## config.mk

```make
export PLATFORM = sky130hd
export DESIGN_NAME = seq_run_reporter
export DESIGN_NICKNAME = d
export VERILOG_FILES = /design/src/rtl/seq_det_pkg.sv /design/src/rtl/seq_run_rpt_slot.sv /design/src/rtl/seq_run_reporter.sv
export SDC_FILE = /design/constraint.sdc
export NUM_CORES = 1
export LEC_CHECK = 0
export ABC_AREA = 1
export BUFFER_PORTS_ARGS = -buffer_cell sky130_fd_sc_hd__buf_4
export CAP_MARGIN = 10
export CORE_ASPECT_RATIO = 0.9
export CORE_MARGIN = 1
export CORE_UTILIZATION = 63
export CTS_BUF_LIST = sky130_fd_sc_hd__clkbuf_4
export CTS_CLUSTER_SIZE = 30
export DETAILED_ROUTE_END_ITERATION = 10
export MAX_ROUTING_LAYER = met4
export PLACE_DENSITY = 0.88
export SYNTH_ARGS = -nofsm -noshare
export SYNTH_HDL_FRONTEND = slang
export SYNTH_SLANG_ARGS = --single-unit
```

## constraint.sdc

```tcl
create_clock -name clk -period 4.3 [get_ports clk]
set_input_delay 0.86 -clock clk [delete_from_list [all_inputs] [get_ports clk]]
set_output_delay 0.86 -clock clk [all_outputs]
set_load 0.01 [all_outputs]
```

## src/rtl/seq_det_pkg.sv

```systemverilog
// Shared definitions for the "11" sequence detector and its run reporter.
// State encoding and default widths are also used by the detector bench.
package seq_det_pkg;

    typedef enum logic [1:0] {
        IDLE     = 2'd0,
        RUN      = 2'd1,
        WAIT_LOW = 2'd2
    } state_t;

    localparam int unsigned DEF_LEN_W = 8;
    localparam int unsigned DEF_CNT_W = 16;

endpackage

```

## src/rtl/seq_run_rpt_slot.sv

```systemverilog
// One-entry valid/ready report holding register with load, accept and sticky overrun.
// A load arriving while the entry is held and not being accepted is dropped and flagged.
module seq_run_rpt_slot #(
    parameter int unsigned DW = 8
) (
    input  logic          clk_i,
    input  logic          rst_i,
    input  logic          clr_i,
    input  logic          load_i,
    input  logic [DW-1:0] data_i,
    input  logic          ready_i,
    output logic          valid_o,
    output logic [DW-1:0] data_o,
    output logic          ovr_o
);

    logic          valid_q, valid_d;
    logic [DW-1:0] data_q, data_d;
    logic          ovr_q, ovr_d;

    always_comb begin
        valid_d = valid_q;
        data_d  = data_q;
        ovr_d   = ovr_q;
        if (clr_i) begin
            valid_d = 1'b0;
            ovr_d   = 1'b0;
        end else begin
            if (valid_q && ready_i)
                valid_d = 1'b0;
            // Accept and load on the same edge keeps valid high with the new data.
            if (load_i) begin
                if (!valid_q || ready_i) begin
                    valid_d = 1'b1;
                    data_d  = data_i;
                end else begin
                    ovr_d = 1'b1;
                end
            end
        end
    end

    always_ff @(posedge clk_i or posedge rst_i) begin
        if (rst_i) begin
            valid_q <= 1'b0;
            data_q  <= '0;
            ovr_q   <= 1'b0;
        end else begin
            valid_q <= valid_d;
            data_q  <= data_d;
            ovr_q   <= ovr_d;
        end
    end

    assign valid_o = valid_q;
    assign data_o  = data_q;
    assign ovr_o   = ovr_q;

endmodule

```

## src/rtl/seq_run_reporter.sv

```systemverilog
// Tracks runs of det-high cycles, counts completed runs and reports run lengths.
// Optional SEQ_RUN_TSTAMP_EN adds a free-running timestamp and the rpt_ts output.
module seq_run_reporter
    import seq_det_pkg::*;
#(
    parameter int unsigned LEN_W   = DEF_LEN_W,
    parameter int unsigned CNT_W   = DEF_CNT_W,
    parameter int unsigned MIN_LEN = 1
) (
    input  logic             clk,
    input  logic             reset,
    input  logic             det,
    input  logic             clr,
    input  logic             rpt_ready,
    output logic             rpt_valid,
    output logic [LEN_W-1:0] rpt_len,
    output logic [CNT_W-1:0] evt_count,
    output logic             ovf_cnt,
    output logic             ovr,
`ifdef SEQ_RUN_TSTAMP_EN
    output logic [LEN_W+CNT_W-1:0] rpt_ts,
`endif
    output logic             busy
);

    localparam logic [LEN_W-1:0] LEN_MAX = '1;
    localparam logic [LEN_W-1:0] MIN_L   = LEN_W'(MIN_LEN);

    state_t           state_q, state_d;
    logic [LEN_W-1:0] run_len_q, run_len_d;
    logic [CNT_W-1:0] cnt_q, cnt_d;
    logic             ovf_q, ovf_d;
    logic             rpt_load;

    always_comb begin
        state_d   = state_q;
        run_len_d = run_len_q;
        cnt_d     = cnt_q;
        ovf_d     = ovf_q;
        rpt_load  = 1'b0;
        if (clr) begin
            cnt_d     = '0;
            ovf_d     = 1'b0;
            run_len_d = '0;
            state_d   = det ? WAIT_LOW : IDLE;
        end else begin
            unique case (state_q)
                IDLE: begin
                    if (det) begin
                        state_d   = RUN;
                        run_len_d = LEN_W'(1);
                    end
                end
                RUN: begin
                    if (det) begin
                        if (run_len_q != LEN_MAX)
                            run_len_d = run_len_q + 1'b1;
                    end else begin
                        state_d = IDLE;
                        if (run_len_q >= MIN_L) begin
                            rpt_load = 1'b1;
                            cnt_d    = cnt_q + 1'b1;
                            if (cnt_q == '1)
                                ovf_d = 1'b1;
                        end
                    end
                end
                WAIT_LOW: begin
                    if (!det)
                        state_d = IDLE;
                end
                default: state_d = IDLE;
            endcase
        end
    end

    always_ff @(posedge clk or posedge reset) begin
        if (reset) begin
            state_q   <= IDLE;
            run_len_q <= '0;
            cnt_q     <= '0;
            ovf_q     <= 1'b0;
        end else begin
            state_q   <= state_d;
            run_len_q <= run_len_d;
            cnt_q     <= cnt_d;
            ovf_q     <= ovf_d;
        end
    end

`ifdef SEQ_RUN_TSTAMP_EN
    localparam int unsigned TS_W = LEN_W + CNT_W;
    localparam int unsigned DW   = LEN_W + TS_W;

    logic [TS_W-1:0] tstamp_q, tstamp_d;
    logic [TS_W-1:0] start_ts_q, start_ts_d;
    logic [DW-1:0]   slot_din, slot_dout;

    always_comb begin
        tstamp_d   = tstamp_q + 1'b1;
        start_ts_d = start_ts_q;
        if (!clr && state_q == IDLE && det)
            start_ts_d = tstamp_q;
    end

    always_ff @(posedge clk or posedge reset) begin
        if (reset) begin
            tstamp_q   <= '0;
            start_ts_q <= '0;
        end else begin
            tstamp_q   <= tstamp_d;
            start_ts_q <= start_ts_d;
        end
    end

    assign slot_din = {start_ts_q, run_len_q};
    assign rpt_ts   = slot_dout[DW-1:LEN_W];
    assign rpt_len  = slot_dout[LEN_W-1:0];
`else
    localparam int unsigned DW = LEN_W;

    logic [DW-1:0] slot_din, slot_dout;

    assign slot_din = run_len_q;
    assign rpt_len  = slot_dout;
`endif

    seq_run_rpt_slot #(.DW(DW)) u_slot (
        .clk_i   (clk),
        .rst_i   (reset),
        .clr_i   (clr),
        .load_i  (rpt_load),
        .data_i  (slot_din),
        .ready_i (rpt_ready),
        .valid_o (rpt_valid),
        .data_o  (slot_dout),
        .ovr_o   (ovr)
    );

    assign evt_count = cnt_q;
    assign ovf_cnt   = ovf_q;
    assign busy      = (state_q != IDLE);

endmodule
```

==> results of run 1 <==
[path summary, 6_finish.rpt]
kind                                          start                            to  slack, ns  cells after the start
max                          state_q[1]$_DFFE_PP0P_                          busy       2.22                      4
min                             ovf_cnt$_DFFE_PP0P_           ovf_cnt$_DFFE_PP0P_       0.49                      2
max reg2reg                evt_count[0]$_DFFE_PP0P_           ovf_cnt$_DFFE_PP0P_       2.40                     10
min reg2reg                     ovf_cnt$_DFFE_PP0P_           ovf_cnt$_DFFE_PP0P_       0.49                      2
max in group asynchronous                     reset     evt_count[10]$_DFFE_PP0P_       3.36                      3
min in group asynchronous                     reset  u_slot.data_o[7]$_DFFE_PP0P_       0.62                      3
[power by group through the flow]
stage,clock (mW),combinational (mW),sequential [mW]
final,0.244,0.156,0.385
after global routing,0.257,0.176,0.387
after CTS,0.247,0.157,0.385
after detailed placement,0,0.156,0.392
after global placement,0,0.152,0.391
after floorplan,0,0.101,0.397
[metal layers]
metal / track usage / vias up / wire [µm]
li1: - / 1036 / -
met3: 0.0433 / 9 / 366
met4: 0.104 / 0 / 46
met2: 0.471 / 89 / 2250
met1: 0.425 / 943 / 2240
met5: - / - / 0
[cell usage in the layout, fill, tap and decap left out, types with 4 or more instances in the layout]
master,instances
nor2_1,30
dfrtp_1,37
o21ai_2,4
nand4_1,18
o21ai_0,29
nand2_1,82
buf_4,33
inv_1,34
a21oi_1,4
clkbuf_4,6
inv_2,4
o21ai_1,4
ha_1,6
nand3_1,26
[layout make-up]
| type | instances | area share |
|---|---|---|
| Multi-Input combinational cell | 215 | 0.426 |
| Tap cell | 42 | 0.0208 |
| Inverter | 38 | 0.0565 |
| Clock inverter | 2 | 0.0134 |
| Sequential cell | 37 | 0.367 |
| Clock buffer | 6 | 0.0179 |
| Timing Repair Buffer | 33 | 0.0982 |
[kinds of logic (layout without fill, tap and decap cells)]
family                     after synthesis  after routing
xor gates and xnor gates                 2              2
DFF                                     37             37
buffers and inverters                   44             79
and+or+nand+nor                        165            165
adders and majority gates                6              6
AOI/OAI and AO/OA                       42             42
[state kept, by name, indices dropped and copies added (netlist names)]
| register | cells |
|---|---|
| evt_count | 16 |
| ovf_cnt | 1 |
| run_len_q | 8 |
| state_q | 2 |
| u_slot.data_o | 8 |
| u_slot.ovr_o | 1 |
| u_slot.valid_o | 1 |
[Yosys cell counts (2+ instances only)]
cell type,instances,area (µm²)
dfrtp_1,37,926
o21ai_1,4,20.0
a21oi_1,4,20.0
inv_1,34,128
xor2_1,2,17.5
nand4_1,18,113
or2_2,2,12.5
nand3_1,26,130
o21ai_0,29,145
ha_1,6,75.1
buf_4,2,15.0
o21ai_2,4,35.0
nor2_8,2,40.0
nand2_1,82,308
nor2_1,30,113
inv_2,4,15.0
nor3_1,2,10.0
[worst reg2reg max path, stage by stage (launching register included)]
cell     delay, ns
dfrtp_1       0.49
ha_1          0.28
nand2_1       0.12
nor2_1        0.28
nand2_1       0.12
nor2_1        0.18
nor2_1        0.06
nor2_1        0.12
nand2_1       0.06
nand2_1       0.05
nand2_1       0.05
==> run metrics, run 1 <==
status=completed; Max clock buf depth=2; top-level port count=33; Die H=about 58 µm; asr flop ratio synth=1.00; Post-CTS Setup Inserts=0; CP Capture Type=output pin; internal power=around 550 µW; crit-path leading delay family=flip-flops; skew final=roughly 0.0055 ns; layout cells sized above 1=0.163; DRT antenna net count=0; Root Driver=clkbuf_4; post-synthesis xor/xnor area fraction=0.00803; Seq. cell area=926 µm²; total negative slack=0 ns; GPL Wtd Cong=about 0.95; sw power=around 230 µW; worst path arrival time=between 1 and 1.5 ns; WS Path Type=reg -> out; grt ovf=0; Post-Syn Area per Cell=approximately 7.4 µm²; Routed WL=about 4900 µm; Compound-Gate Fraction of Synth Area=0.104; Post-synth EDFFs=0; RSZ-0062 raised after global routing=no; Power Total=approximately 780 µW; Clock Sinks=37; Antenna Cells=0; FF+latch count, synth=37; Non-Filler Cell Area, Final=roughly 0.0025 mm²; Cells after DPL=approximately 370; Final Core Density=0.792; Slowest Stage Delay on Critical Path=0.38 ns; final setup fails=0; drt wl/cell=about 13 µm; non-filler instance count after layout=~370; worst-path maximum fanout=3; Distinct cells, synth=25; vias per cell=about 5.6; Setup WS post-layout=~2.2 ns; multi-input logic area=approximately 0.0011 mm²; number of global-route vias before repair=1,829; largest net degree at the start of global routing=38; row count=19; Final min period=slightly above 2 ns; power density over cell area=approximately 310 mW/mm²; buffer and inverter count on the worst path=3; combinational fraction of design power=0.199; Slew HR=0.623; HPWL after DPL=roughly 3600 µm; synthesized cell area=approximately 0.0022 mm²; Synth Flop Type=dfrtp_1; post-synthesis simple-gate area fraction=0.346; Worst VDD drop=roughly 0.2 mV; Pre-antenna DRT Iters=5; htree depth=2; Post-CTS Resized=0; CTS tree=done; WHS=approximately 0.5 ns; Sequential Power Share=0.491; clock share of power=0.311; multiplexer share of the synthesized area=0; syn_nets=307; CP required=between 3 and 4 ns; area grow syn2layout=15.6%; CP Launch Type=flip-flop; Most Frequent Cell on Critical Path=inv_1; nets=between 300 and 400; Hold WC Path Type=reg -> reg; hold buffers post-CTS=0; worst-margin pin slew=0.561 ns; Max-Cap Viols=0; Synth Area in Adders=0.0344; Clk pin slew, worst setup/hold paths=about 0.11 ns; vias after detailed routing=between 2,000 and 2,500; slowest CP cell=dfrtp_1; full die area=approximately 0.0037 mm²; Yosys warning count=0; fill count=239; Area after DPL=0.00244 mm²; fmax=0.481 GHz; register area share after synthesis=0.424; initial core utilization=0.685; total track usage=0.308; cell count after synthesis=approximately 300; count of pins over their slew limit=0; Remaining DRCs=0; worst-path cell chain=inv_1, ha_1, inv_1, buf_4; Final Cycle Share=0.483; Fin. Hold Viols=0; Switching Fraction=0.292; Initial DRC Count=roughly 250; Core Box Area=roughly 0.0032 mm²; Static Leak=between 1 and 1.5 nW; Die Width=64.0 µm; largest family of logic cells by synthesized area=simple AND/OR/NAND/NOR gates; Clock Latency Late Sink=between 0.3 and 0.4 ns; total CTS buffers=5; antenna violations before repair=0; first-pass GRT wire length=between 8000 and 9000 µm; Port Buf Inserts=32; Place WS=roughly 2.1 ns
No activity file was read; power rests on OpenSTA's default activity.
==> run 2, diff against run 1 <==
Settings changed: CORE_UTILIZATION 63 to 53, PLACE_DENSITY 0.88 to 0.79.
Clock period 4.3 ns to 1.67 ns, I/O delays scaled along.
==> run 2 against run 1 <==
Non-clock buffer count is 18 higher. Combinational power grew to 3.2 times the previous value. Global-route usage decreased by 4.7 points. Via count rose by 4.8%. Routed wire length grew 9.2%. Sequential power grew to 2.6 times the previous value. Worst hold slack got worse by 0.41 ns. Register-to-register slack worse by 2.3 ns. Largest cell class unchanged. First-iteration DRC count fell by 7.7%. Sequential share of layout area is 2.3 points lower.
==> run metrics, run 2 (synthesis gave the netlist of run 1 again) <==
largest net degree at the start of global routing=38; count of pins over their slew limit=0; worst-path maximum fanout=10; Clock Sinks=37; Max-Cap Viols=0; number of global-route vias before repair=about 1,800; Power Total=1.95 mW; Die H=between 60 and 70 µm; WHS=a little under 0.08 ns; Seq. cell area=~930 µm²; combinational fraction of design power=0.259; Die Width=69.6 µm; RR Endpoint=evt_count[0]$_DFFE_PP0P_; worst path arrival time=around 1.8 ns; Slowest Stage Delay on Critical Path=approximately 0.39 ns; vias per cell=5.49; clock share of power=0.237; Routed WL=~5400 µm; final setup fails=0; WS Path Type=reg -> reg; DRT antenna net count=0; CP required=approximately 1.9 ns; Critical R2R Launch=run_len_q[1]$_DFFE_PP0P_; CP Launch Type=flip-flop; max reg flops=16; top-level port count=33; Final min period=1.60 ns; Sequential Power Share=0.504; antenna violations before repair=0; total track usage=0.261; status=completed; Port Buf Inserts=32; area grow syn2layout=23.3%; layout cells sized above 1=0.220; drt wl/cell=13.5 µm; Clock Latency Late Sink=0.36 ns; commonest non-fill, non-tap cell in the layout=nand2_1; vias after detailed routing=2,176; Root Driver=clkbuf_4; Static Leak=about 1.3 nW; first-pass GRT wire length=between 8000 and 9000 µm; nets=360; total CTS buffers=5; Core Box Area=0.00384 mm²; row count=21; Final Cycle Share=0.958; hold buffers post-CTS=0; most frequent cells in the layout=nand2_1 (82), buf_4 (48), dfrtp_1 (37); htree depth=2; power density over cell area=between 700 and 800 mW/mm²; Worst VDD drop=around 0.42 mV; HPWL after DPL=3760 µm; grt ovf=0; initial core utilization=0.569; worst-case reg-to-reg path depth=10; Final Core Density=0.702; worst-margin pin slew=0.477 ns; sw power=629 µW; R2R Setup Slk=around 0.071 ns; fmax=between 0.6 and 0.7 GHz; crit-path leading delay family=simple AND/OR/NAND/NOR gates; GPL Wtd Cong=between 0.8 and 0.9; internal power=approximately 1.3 mW; Pre-antenna DRT Iters=7; Initial DRC Count=approximately 230; fill count=between 300 and 400; buffer and inverter count on the worst path=2; CP Capture Type=flip-flop; Remaining DRCs=0; slowest CP cell=dfrtp_1; skew final=between 0.01 and 0.015 ns; Clk pin slew, worst setup/hold paths=0.12 ns; CTS tree=done; RSZ-0062 raised after global routing=yes; worst-path cell chain=inv_1, ha_1, nor2_1, nand3_1, nor2_4, nor2_8, nor2_8, buf_4, nand2_1, o21ai_0; multi-input logic area=approximately 0.0011 mm²; Most Frequent Cell on Critical Path=nor2_8; Max clock buf depth=2; Worst path depth=10; Hold WC Path Type=in -> async; Fin. Hold Viols=0; full die area=around 0.0044 mm²; Slew HR=0.682; Antenna Cells=0; Switching Fraction=0.323
## run 2: cell types whose count changed in the layout (fill, tap and decap cells not counted), moves of 2 or more
cell     previous run  this run
o21ai_0            29        23
buf_4              33        48
ha_1                6         4
o21ai_1             4        10
buf_6               0         2
ha_2                0         2
## run 2: worst register-to-register path, delay by kind of cell, from the launching register on
family                   cells  cell delay (ns)
adder cells (fa/ha/maj)      1             0.20
AO/OA/AOI/OAI                1             0.07
flip-flops                   1             0.39
buffers and inverters        2             0.27
AND/OR/NAND/NOR              6             0.55
## run 2: power groups by stage
| stage | logic [mW] | clock network [mW] | registers, mW |
|---|---|---|---|
| final | 0.506 | 0.461 | 0.982 |
| after detailed placement | 0.458 | 0 | 1.01 |
| after global placement | 0.449 | 0 | 1.00 |
| after CTS | 0.486 | 0.460 | 0.982 |
| after global routing | 0.551 | 0.501 | 0.989 |
| after floorplan | 0.259 | 0 | 1.02 |
## run 2: per-stage QoR
stage / instance area, µm² / instances / setup WS [ns] / setup TNS, ns
6_report: 2690 / 396 / 0.0709 / 0
3_5_place_dp: 2570 / 383 / -0.0712 / -0.121
5_1_grt: 2690 / 396 / -0.00119 / -0.00119
2_1_floorplan: 2180 / 296 / 0.0890 / 0
3_3_place_gp: 2570 / 383 / 0.0886 / 0
4_1_cts: 2640 / 393 / 0.0306 / 0
## run 2: per-layer routing
layer	wire length (µm)	vias up	global-route usage	part of all wire
met4	42	0	0.0775	0.0078
met5	0	-	-	0
li1	-	1077	-	-
met3	413	7	0.0548	0.077
met1	2700	992	0.411	0.50
met2	2200	100	0.329	0.41
## run 2: cell type report
class                           count  area share
Clock buffer                        5      0.0139
Clock inverter                      3     0.00465
Inverter                           38      0.0539
Multi-Input combinational cell    216       0.412
Sequential cell                    37       0.344
Tap cell                           46      0.0214
Timing Repair Buffer               51       0.150
## run 2: worst max path at each step
stage                                   from                   endpoint
floorplan           evt_count[0]$_DFFE_PP0P_        ovf_cnt$_DFFE_PP0P_
global placement    run_len_q[1]$_DFFE_PP0P_   evt_count[5]$_DFFE_PP0P_
detailed placement  run_len_q[1]$_DFFE_PP0P_  evt_count[11]$_DFFE_PP0P_
CTS                 run_len_q[1]$_DFFE_PP0P_   evt_count[8]$_DFFE_PP0P_
global route        run_len_q[1]$_DFFE_PP0P_  evt_count[10]$_DFFE_PP0P_
finish              run_len_q[1]$_DFFE_PP0P_   evt_count[0]$_DFFE_PP0P_
## run 2: what timing repair did
action | CTS | global route
setup buffers | 2 | 2
cloned | 0 | 1
hold endpoints to repair | 0 | 0
resized for setup | 2 | 14
endpoints found under the setup margin | 9 | 28
pin swaps | 0 | 3
